`config.mk`:
```
export PLATFORM = sky130hd
export DESIGN_NAME = alu_operand_stage
export DESIGN_NICKNAME = d
export VERILOG_FILES = /design/src/rtl/alu_pkg.sv /design/src/rtl/pipe_skid_buf.sv /design/src/rtl/alu_operand_stage.sv
export SDC_FILE = /design/constraint.sdc
export NUM_CORES = 1
export LEC_CHECK = 0
export BUFFER_PORTS_ARGS = -buffer_cell sky130_fd_sc_hd__buf_2
export CORE_UTILIZATION = 55
export CTS_BUF_LIST = sky130_fd_sc_hd__clkbuf_8 sky130_fd_sc_hd__clkbuf_16
export DETAILED_ROUTE_END_ITERATION = 10
export PLACE_DENSITY = 0.84
export SYNTH_ARGS = -nofsm -noshare
export SYNTH_HDL_FRONTEND = slang
export SYNTH_HIERARCHICAL = 1
export SYNTH_SLANG_ARGS = --single-unit
```
`constraint.sdc`:
```
create_clock -name clk_i -period 4.8 [get_ports clk_i]
set_input_delay 0.72 -clock clk_i [delete_from_list [all_inputs] [get_ports clk_i]]
set_output_delay 0.72 -clock clk_i [all_outputs]
set_load 0.05 [all_outputs]
```
`src/rtl/alu_pkg.sv`:
```
// Shared constants and types for the EX-stage operand path.
//   DATA_W / SHAMT_W / JUMP_W : default datapath widths
//   J_JAL / J_JALR / J_BAL    : jump-type codes that form a link address
//   JUMP_PC_MASK_DEF          : bit k set -> jump code k selects A=PC, B=link offset
//   LINK_OFFSET_DEF           : constant B operand for link-address jumps
//   skid_state_e              : occupancy of the 2-entry skid register
package alu_pkg;

  localparam int unsigned DATA_W  = 32;
  localparam int unsigned SHAMT_W = 5;
  localparam int unsigned JUMP_W  = 3;

  localparam logic [JUMP_W-1:0] J_JALR = 3'b100;
  localparam logic [JUMP_W-1:0] J_JAL  = 3'b101;
  localparam logic [JUMP_W-1:0] J_BAL  = 3'b111;

  localparam logic [(2**JUMP_W)-1:0] JUMP_PC_MASK_DEF = 8'hB0;
  localparam int unsigned            LINK_OFFSET_DEF  = 8;

  // Encoding mirrors {skid_valid, main_valid}.
  typedef enum logic [1:0] {
    StEmpty = 2'b00,
    StOne   = 2'b01,
    StFull  = 2'b11
  } skid_state_e;

endpackage

```
`src/rtl/pipe_skid_buf.sv`:
```
// Generic 2-entry valid/ready skid register.
//   clk_i, rst_i    : clock, synchronous active-high reset
//   flush_i         : synchronous kill of both entries (input in same cycle dropped)
//   valid_i/ready_o : upstream handshake; ready_o depends only on registered state
//   data_i          : payload captured on acceptance
//   valid_o/ready_i : downstream handshake
//   data_o          : payload of the main (oldest) entry, stable while stalled
module pipe_skid_buf
  import alu_pkg::*;
#(
  parameter int unsigned W = 8
) (
  input  logic         clk_i,
  input  logic         rst_i,
  input  logic         flush_i,
  input  logic         valid_i,
  output logic         ready_o,
  input  logic [W-1:0] data_i,
  output logic         valid_o,
  input  logic         ready_i,
  output logic [W-1:0] data_o
);

  skid_state_e state_q, state_d;
  logic [W-1:0] main_q, main_d;
  logic [W-1:0] skid_q, skid_d;
  logic         acc, pop;

  assign ready_o = (state_q != StFull);
  assign valid_o = (state_q != StEmpty);
  assign data_o  = main_q;

  assign acc = valid_i & ready_o;
  assign pop = valid_o & ready_i;

  always_comb begin
    state_d = state_q;
    main_d  = main_q;
    skid_d  = skid_q;
    unique case (state_q)
      StEmpty: begin
        if (acc) begin
          main_d  = data_i;
          state_d = StOne;
        end
      end
      StOne: begin
        if (acc && pop) begin
          main_d = data_i;
        end else if (acc) begin
          skid_d  = data_i;
          state_d = StFull;
        end else if (pop) begin
          state_d = StEmpty;
        end
      end
      StFull: begin
        // No acceptance possible here; only drain the skid into main.
        if (pop) begin
          main_d  = skid_q;
          state_d = StOne;
        end
      end
      default: state_d = StEmpty;
    endcase
    // Data registers may keep stale contents; only occupancy is killed.
    if (flush_i) begin
      state_d = StEmpty;
    end
  end

  always_ff @(posedge clk_i) begin
    if (rst_i) begin
      state_q <= StEmpty;
      main_q  <= '0;
      skid_q  <= '0;
    end else begin
      state_q <= state_d;
      main_q  <= main_d;
      skid_q  <= skid_d;
    end
  end

endmodule

```
`src/rtl/alu_operand_stage.sv`:
```
// EX-stage operand unit: selects ALU operands A/B (including link-address
// formation for JAL/JALR/BAL) and registers them with a tag behind a
// 2-entry skid buffer so a stalling ALU/MDU never loses an instruction.
//   clk_i, rst_i, flush_i         : clock, sync active-high reset, sync flush
//   in_valid_i / in_ready_o       : upstream handshake
//   fwd_a_i, fwd_b_i              : forwarded rs / rt data
//   shamt_i, imm_i, pc_i          : shift amount, extended immediate, PC
//   jump_sig_i                    : jump-type code
//   src_a_shamt_i, src_b_imm_i    : A/B source selects
//   in_tag_i / out_tag_o          : sideband carried with the operands
//   out_valid_o / out_ready_i     : downstream handshake
//   op_a_o, op_b_o                : registered operands
module alu_operand_stage #(
  parameter int unsigned                  DATA_W       = alu_pkg::DATA_W,
  parameter int unsigned                  SHAMT_W      = alu_pkg::SHAMT_W,
  parameter int unsigned                  JUMP_W       = alu_pkg::JUMP_W,
  parameter logic [(2**JUMP_W)-1:0]       JUMP_PC_MASK = alu_pkg::JUMP_PC_MASK_DEF,
  parameter int unsigned                  LINK_OFFSET  = alu_pkg::LINK_OFFSET_DEF,
  parameter int unsigned                  TAG_W        = 8
) (
  input  logic              clk_i,
  input  logic              rst_i,
  input  logic              flush_i,
  input  logic              in_valid_i,
  output logic              in_ready_o,
  input  logic [DATA_W-1:0] fwd_a_i,
  input  logic [DATA_W-1:0] fwd_b_i,
  input  logic [SHAMT_W-1:0] shamt_i,
  input  logic [DATA_W-1:0] imm_i,
  input  logic [DATA_W-1:0] pc_i,
  input  logic [JUMP_W-1:0] jump_sig_i,
  input  logic              src_a_shamt_i,
  input  logic              src_b_imm_i,
  input  logic [TAG_W-1:0]  in_tag_i,
  output logic              out_valid_o,
  input  logic              out_ready_i,
  output logic [DATA_W-1:0] op_a_o,
  output logic [DATA_W-1:0] op_b_o,
  output logic [TAG_W-1:0]  out_tag_o
);

  localparam int unsigned W = 2 * DATA_W + TAG_W;

  logic              link_sel;
  logic [DATA_W-1:0] sel_a, sel_b;
  logic [W-1:0]      buf_in, buf_out;

  // Link-address jumps override both source selects.
  assign link_sel = JUMP_PC_MASK[jump_sig_i];

  always_comb begin
    sel_a = fwd_a_i;
    sel_b = fwd_b_i;
    if (link_sel) begin
      sel_a = pc_i;
      sel_b = DATA_W'(LINK_OFFSET);
    end else begin
      if (src_a_shamt_i) sel_a = {{(DATA_W - SHAMT_W){1'b0}}, shamt_i};
      if (src_b_imm_i)   sel_b = imm_i;
    end
  end

  assign buf_in = {sel_a, sel_b, in_tag_i};

  pipe_skid_buf #(
    .W(W)
  ) u_skid (
    .clk_i   (clk_i),
    .rst_i   (rst_i),
    .flush_i (flush_i),
    .valid_i (in_valid_i),
    .ready_o (in_ready_o),
    .data_i  (buf_in),
    .valid_o (out_valid_o),
    .ready_i (out_ready_i),
    .data_o  (buf_out)
  );

  assign op_a_o    = buf_out[W-1 -: DATA_W];
  assign op_b_o    = buf_out[TAG_W +: DATA_W];
  assign out_tag_o = buf_out[TAG_W-1:0];

endmodule

```
==> impl_metrics.csv, run 1 <==
group,metric,value,unit
outcome,outcome,"complete, no violations",
sta,finalSetupViolCount,0,
logic_synthesis,ys_warn_count,6,
logic_synthesis,syn-instance-count,911,
routing,drc,0,
floorplanning,die_h,121,um
sta,fin_skew,0.00612,ns
cells_and_area,area_growth,20.7,%
floorplanning,die_area,14500,um2
grt,grt_pass1_vias,6479,
routing,drtIter0Drc,582,
power,p_leak,3.83,nW
clock_tree,clk_pin_slew,0.06,ns
logic_synthesis,syn-num-nets,1067,
grt,track_usage,0.271,
routing,drt-pass1-iter-count,6,
logic_synthesis,synth.avg_cell_area,8.48,um2
sta,slew_viol_final,0,
worst_setup_path,r2r_start,"u_skid/state_q[0]$_SDFFE_PP0P_",
placement,io_buffer_count,224,
grt,grt_pass1_wl,31.5,mm
routing,routed_via_density,5.80,
sta,grt_setup_unrepaired,"false",
placement,dp_cells,1224,
worst_hold_path,hp-class,"reg2reg",
sta,fin_tns_setup,0,ns
grt,antenna_found_initial,3,
clock_tree,postCtsResizedCells,0,
sta,fmax,299,MHz
clock_tree,numCtsBuffers,17,
worst_setup_path,cp.arrival,2.62,ns
worst_setup_path,end_kind,"output port",
cells_and_area,layout_common_cells,"223 x buf_2, 147 x nand2_1, 146 x dfxtp_1",
sta,worst_pin_slew,1.27,ns
logic_synthesis,synth_cell_type_count,31,
logic_synthesis,synth_edf_count,0,
floorplanning,core_area,13500,um2
routing,drtAntennaViolNets,0,
routing,routed_wl,20.4,mm
sta,min_period_over_period,0.696,
routing,vias,7293,
power,vdd.ir_drop.worst,0.246,mV
clock_tree,cts_tree,"yes",
power,power.density,346,nW/um2
job,drv_cap,0,
clock_tree,htreeDepth,4,
worst_setup_path,r2r_slack,1.55,ns
grt,grt_overflow,0,
worst_setup_path,reg2regPathDepth,7,
floorplanning,die-width,121,um
clock_tree,hold_buffers,0,
routing,wl_per_cell,16.2,um
grt,grt_start_max_net_pins,129,
clock_tree,cts_root_buf,"clkbuf_16",
worst_setup_path,slowest_delay,0.71,ns
cells_and_area,layout.nets,1223,
logic_synthesis,synth_ff_type,"dfxtp_1",
floorplanning,rows,42,
placement,routabilityCongestion,0.781,
floorplanning,start_util,0.574,
logic_synthesis,synth_seq_cells,146,
sta,fin_ws,1.46,ns
worst_setup_path,r2r-end,"u_skid/data_o[54]$_SDFFE_PP0P_",
worst_hold_path,min_from,"u_skid/skid_q[5]$_SDFFE_PP0P_",
clock_tree,clkLatencyLatePin,0.42,ns
cells_and_area,layout-drive-gt1-share,0.288,
clock_tree,cts_max_path_buffers,2,
worst_setup_path,crit_type,"reg2out",
sta,maxSlewHeadroom,0.153,
worst_setup_path,cp_slowest_cell,"buf_4",
placement,hpwlAfterDp,12.6,mm
clock_tree,numClockSinks,146,
worst_setup_path,path_cells,"ha_4, buf_4, inv_1, buf_2",
worst_setup_path,cp_max_fo,44,
cells_and_area,final_cells,1258,
placement,place_area,8760,um2
sta,finalCriticalPeriod,3.34,ns
floorplanning,pin_count,225,
worst_setup_path,worstSetupStartpointType,"flip-flop",
worst_hold_path,min_to,"u_skid/skid_q[5]$_SDFFE_PP0P_",
logic_synthesis,netlist_area,7730,um2
placement,pre_cts_ws,1.58,ns
cells_and_area,mostFrequentLayoutCell,"buf_2",
clock_tree,postCtsSetupBuffers,0,
worst_setup_path,crit_required,4.08,ns
worst_hold_path,whs_path_depth,2,
sta,finalHoldViolations,0,
cells_and_area,final_area,9330,um2
logic_synthesis,yosysSeqAreaShare,0.378,
logic_synthesis,async_reset_ff_frac,0,
[report_power, final]
| part | total, mW | switching, mW | internal, mW | leakage [nW] |
|---|---|---|---|---|
| combinational | 0.666 | 0.446 | 0.221 | 2.35 |
| sequential | 1.31 | 0.0328 | 1.28 | 1.19 |
| clock | 1.25 | 0.481 | 0.767 | 0.297 |
| total | 3.22 | 0.959 | 2.26 | 3.83 |
[worst max-delay path by stage]
stage                                   startpoint                        endpoint  slack [ns]  cells past startpoint
CTS                 u_skid/state_q[0]$_SDFFE_PP0P_                      in_ready_o        1.46                      4
detailed placement  u_skid/state_q[0]$_SDFFE_PP0P_  u_skid/data_o[55]$_SDFFE_PP0P_        1.58                      7
global placement    u_skid/state_q[0]$_SDFFE_PP0P_  u_skid/data_o[56]$_SDFFE_PP0P_        1.68                      7
floorplan           u_skid/state_q[0]$_SDFFE_PP0P_  u_skid/data_o[34]$_SDFFE_PP0P_        2.74                      7
finish              u_skid/state_q[0]$_SDFFE_PP0P_                      in_ready_o        1.46                      4
global route        u_skid/state_q[0]$_SDFFE_PP0P_                      in_ready_o        1.36                      4
[cell families after synthesis]
group                    count (synthesis)  synth area share
AND/OR/NAND/NOR                        289             0.187
buffers and inverters                  104            0.0604
adder cells (fa/ha/maj)                  5           0.00810
multiplexers                           142             0.193
AO/OA/AOI/OAI                          225             0.174
flip-flops                             146             0.378
[routing by layer]
metal	global-route usage	wire [um]	up-vias
met4	0.124	510	0
li1	-	-	3600
met3	0.0547	1130	36
met1	0.345	8710	3385
met5	0	0	-
met2	0.441	10000	272
[cells in the mapped netlist (all sizes together), types with 6 or more instances]
cell    count  share of area
dfxtp     146           0.38
inv         6         0.0029
nand2     147          0.071
o31ai      71          0.069
mux2i     104           0.13
or4        71          0.069
nor2b      29          0.024
buf        36          0.027
clkbuf     62          0.030
mux2       38          0.058
nor2       36          0.017
a21oi     145          0.094
[registers in the layout, summed over array words and instances (netlist names)]
register,cells
u_skid/data_o,72
u_skid/skid_q,72
u_skid/state_q,2
[worst max-delay path: cells and delay by family, from the launching register on]
family | cells | cell delay (ns)
buf+inv | 3 | 1.19
fa+ha+maj | 1 | 0.56
flops | 1 | 0.41
[cell type report]
cell class / count / area (um2)
multi-input cells: 661 / 4390
fillers: 1167 / 4130
flip-flops and latches: 146 / 2920
repair buffers: 235 / 1210
clock buffers: 22 / 494
well taps: 176 / 220
clock inverters: 9 / 65.1
inverters: 6 / 22.5
diodes: 3 / 7.51
[through the flow]
step | total power [mW] | hold slack [ns] | utilization
2_1_floorplan | 1.81 | 0.436 | -
3_3_place_gp | 1.98 | 0.441 | 0.651
3_5_place_dp | 1.99 | 0.446 | 0.651
4_1_cts | 3.23 | 0.454 | 0.693
5_1_grt | 3.34 | 0.467 | 0.693
6_report | 3.22 | 0.453 | 0.693
(Power assumes the default switching activity.)
==> run 2: changes to the inputs <==
--- a/config.mk
+++ b/config.mk
@@ -6,10 +6,10 @@
 export NUM_CORES = 1
 export LEC_CHECK = 0
 export BUFFER_PORTS_ARGS = -buffer_cell sky130_fd_sc_hd__buf_2
-export CORE_UTILIZATION = 55
+export CORE_UTILIZATION = 47
 export CTS_BUF_LIST = sky130_fd_sc_hd__clkbuf_8 sky130_fd_sc_hd__clkbuf_16
 export DETAILED_ROUTE_END_ITERATION = 10
-export PLACE_DENSITY = 0.84
+export PLACE_DENSITY = 0.76
 export SYNTH_ARGS = -nofsm -noshare
 export SYNTH_HDL_FRONTEND = slang
 export SYNTH_HIERARCHICAL = 1
==> constraint.sdc (replaced) <==
create_clock -name clk_i -period 3 [get_ports clk_i]
set_input_delay 0.45 -clock clk_i [delete_from_list [all_inputs] [get_ports clk_i]]
set_output_delay 0.45 -clock clk_i [all_outputs]
set_load 0.05 [all_outputs]
==> impl_metrics.csv, run 2 (synthesis gave the netlist of run 1 again) <==
group,metric,value,unit
clock_tree,htreeDepth,4,
placement,io_buffer_count,224,
routing,drc,0,
grt,antenna_found_initial,3,
sta,slew_viol_final,0,
placement,dp_cells,1271,
sta,fin_skew,0.00871,ns
floorplanning,rows,46,
floorplanning,pin_count,225,
grt,grt_overflow,0,
clock_tree,cts_tree,"yes",
power,p_total,5.32,mW
power,p_leak,3.91,nW
clock_tree,hold_buffers,0,
cells_and_area,mostFrequentLayoutCell,"buf_2",
worst_setup_path,crit_type,"reg2reg",
floorplanning,die_h,130,um
clock_tree,cts_root_buf,"clkbuf_16",
routing,vias,7148,
worst_setup_path,crit_required,3.34,ns
floorplanning,die_area,17000,um2
worst_setup_path,reg2regPathDepth,7,
placement,hpwlAfterDp,12.8,mm
worst_setup_path,worstSetupStartpointType,"flip-flop",
floorplanning,core_area,15900,um2
worst_setup_path,cp_max_fo,54,
routing,routed_via_density,5.49,
sta,min_period_over_period,0.800,
worst_setup_path,r2r_start,"u_skid/state_q[1]$_SDFFE_PP0P_",
clock_tree,postCtsSetupBuffers,0,
sta,worst_pin_slew,1.14,ns
worst_hold_path,hp-class,"in2reg",
job,drv_cap,0,
sta,finalHoldViolations,0,
cells_and_area,layout-drive-gt1-share,0.290,
placement,routabilityCongestion,0.821,
floorplanning,die-width,130,um
grt,grt_pass1_wl,31.5,mm
worst_setup_path,path_cells,"inv_1, ha_1, nand3b_1, o22a_4, buf_12, or4_1, a21oi_1",
routing,routed_wl,20.0,mm
sta,fmax,417,MHz
sta,finalCriticalPeriod,2.40,ns
sta,grt_setup_unrepaired,"false",
sta,fin_tns_setup,0,ns
cells_and_area,final_cells,1303,
worst_setup_path,end_kind,"flip-flop",
worst_setup_path,r2r-end,"u_skid/data_o[51]$_SDFFE_PP0P_",
routing,drtAntennaViolNets,0,
routing,drtIter0Drc,497,
sta,fin_ws,0.599,ns
worst_setup_path,slowest_delay,0.50,ns
grt,track_usage,0.236,
outcome,outcome,"complete, no violations",
worst_setup_path,r2r_slack,0.60,ns
cells_and_area,final_area,9550,um2
cells_and_area,layout.nets,1230,
cells_and_area,layout_common_cells,"223 x buf_2, 147 x nand2_1, 146 x dfxtp_1",
grt,grt_pass1_vias,6477,
power,vdd.ir_drop.worst,0.422,mV
sta,whs,0.277,ns
clock_tree,clk_pin_slew,0.06,ns
worst_setup_path,cp.arrival,2.74,ns
worst_hold_path,min_from,"in_tag_i[3]",
sta,finalSetupViolCount,0,
clock_tree,clkLatencyLatePin,0.42,ns
worst_setup_path,critical_path.startpoint,"u_skid/state_q[1]$_SDFFE_PP0P_",
grt,grt_start_max_net_pins,105,
routing,drt-pass1-iter-count,5,
floorplanning,start_util,0.485,
clock_tree,numClockSinks,146,
worst_setup_path,cp_slowest_cell,"or4_1",
clock_tree,cts_max_path_buffers,2,
sta,maxSlewHeadroom,0.239,
cells_and_area,fin_util,0.599,
worst_setup_path,endpoint,"u_skid/data_o[51]$_SDFFE_PP0P_",
routing,wl_per_cell,15.4,um
clock_tree,postCtsResizedCells,0,
placement,place_area,8960,um2
cells_and_area,area_growth,23.6,%
placement,pre_cts_ws,0.642,ns
power,power.density,557,nW/um2
clock_tree,numCtsBuffers,17,
## run 2: cell types whose count changed in the layout (fill, tap and decap cells not counted), sizes merged
cell / before / now
diode: 3 / 2
clkinv: 4 / 2
bufinv: 1 / 4
clkbuf: 22 / 18
buf: 235 / 242
inv: 10 / 12
## run 2: worst min-delay path by stage
| stage | to | cells after the start | slack (ns) |
|---|---|---|---|
| 4_1_cts | u_skid/skid_q[3]$_SDFFE_PP0P_ | 3 | 0.26 |
| 3_5_place_dp | u_skid/skid_q[65]$_SDFFE_PP0P_ | 2 | 0.45 |
| 2_1_floorplan | u_skid/skid_q[0]$_SDFFE_PP0P_ | 2 | 0.44 |
| 5_1_grt | u_skid/skid_q[1]$_SDFFE_PP0P_ | 3 | 0.26 |
| 3_3_place_gp | u_skid/skid_q[15]$_SDFFE_PP0P_ | 2 | 0.44 |
| 6_report | u_skid/skid_q[3]$_SDFFE_PP0P_ | 3 | 0.28 |
## run 2: critical path: cells and delay by family, from the launching register on
family	cells	cell delay [ns]
compound gates	2	0.55
fa+ha+maj	1	0.34
buf+inv	2	0.36
flops	1	0.34
simple gates	2	0.70
## run 2: cell type report
type | instances | area [um2]
Clock inverter | 12 | 153
Antenna cell | 2 | 5.00
Timing Repair Buffer | 242 | 1350
Tap cell | 216 | 270
Multi-Input combinational cell | 661 | 4390
Inverter | 6 | 22.5
Fill cell | 1417 | 6390
Sequential cell | 146 | 2920
Clock buffer | 18 | 439
## run 2: where the power goes
part | switching, mW | internal [mW] | leakage (nW)
clock network | 0.764 | 1.38 | 0.313
logic | 0.712 | 0.372 | 2.41
registers | 0.0512 | 2.04 | 1.19
total | 1.53 | 3.79 | 3.91
## run 2: metal layers
layer  vias to the layer above  global-route usage  wire length (um)
met4                         2               0.106               559
met5                         -                   0                10
met1                      3280               0.302              8960
li1                       3610                   -                 -
met2                       222               0.367              9190
met3                        34              0.0697              1290
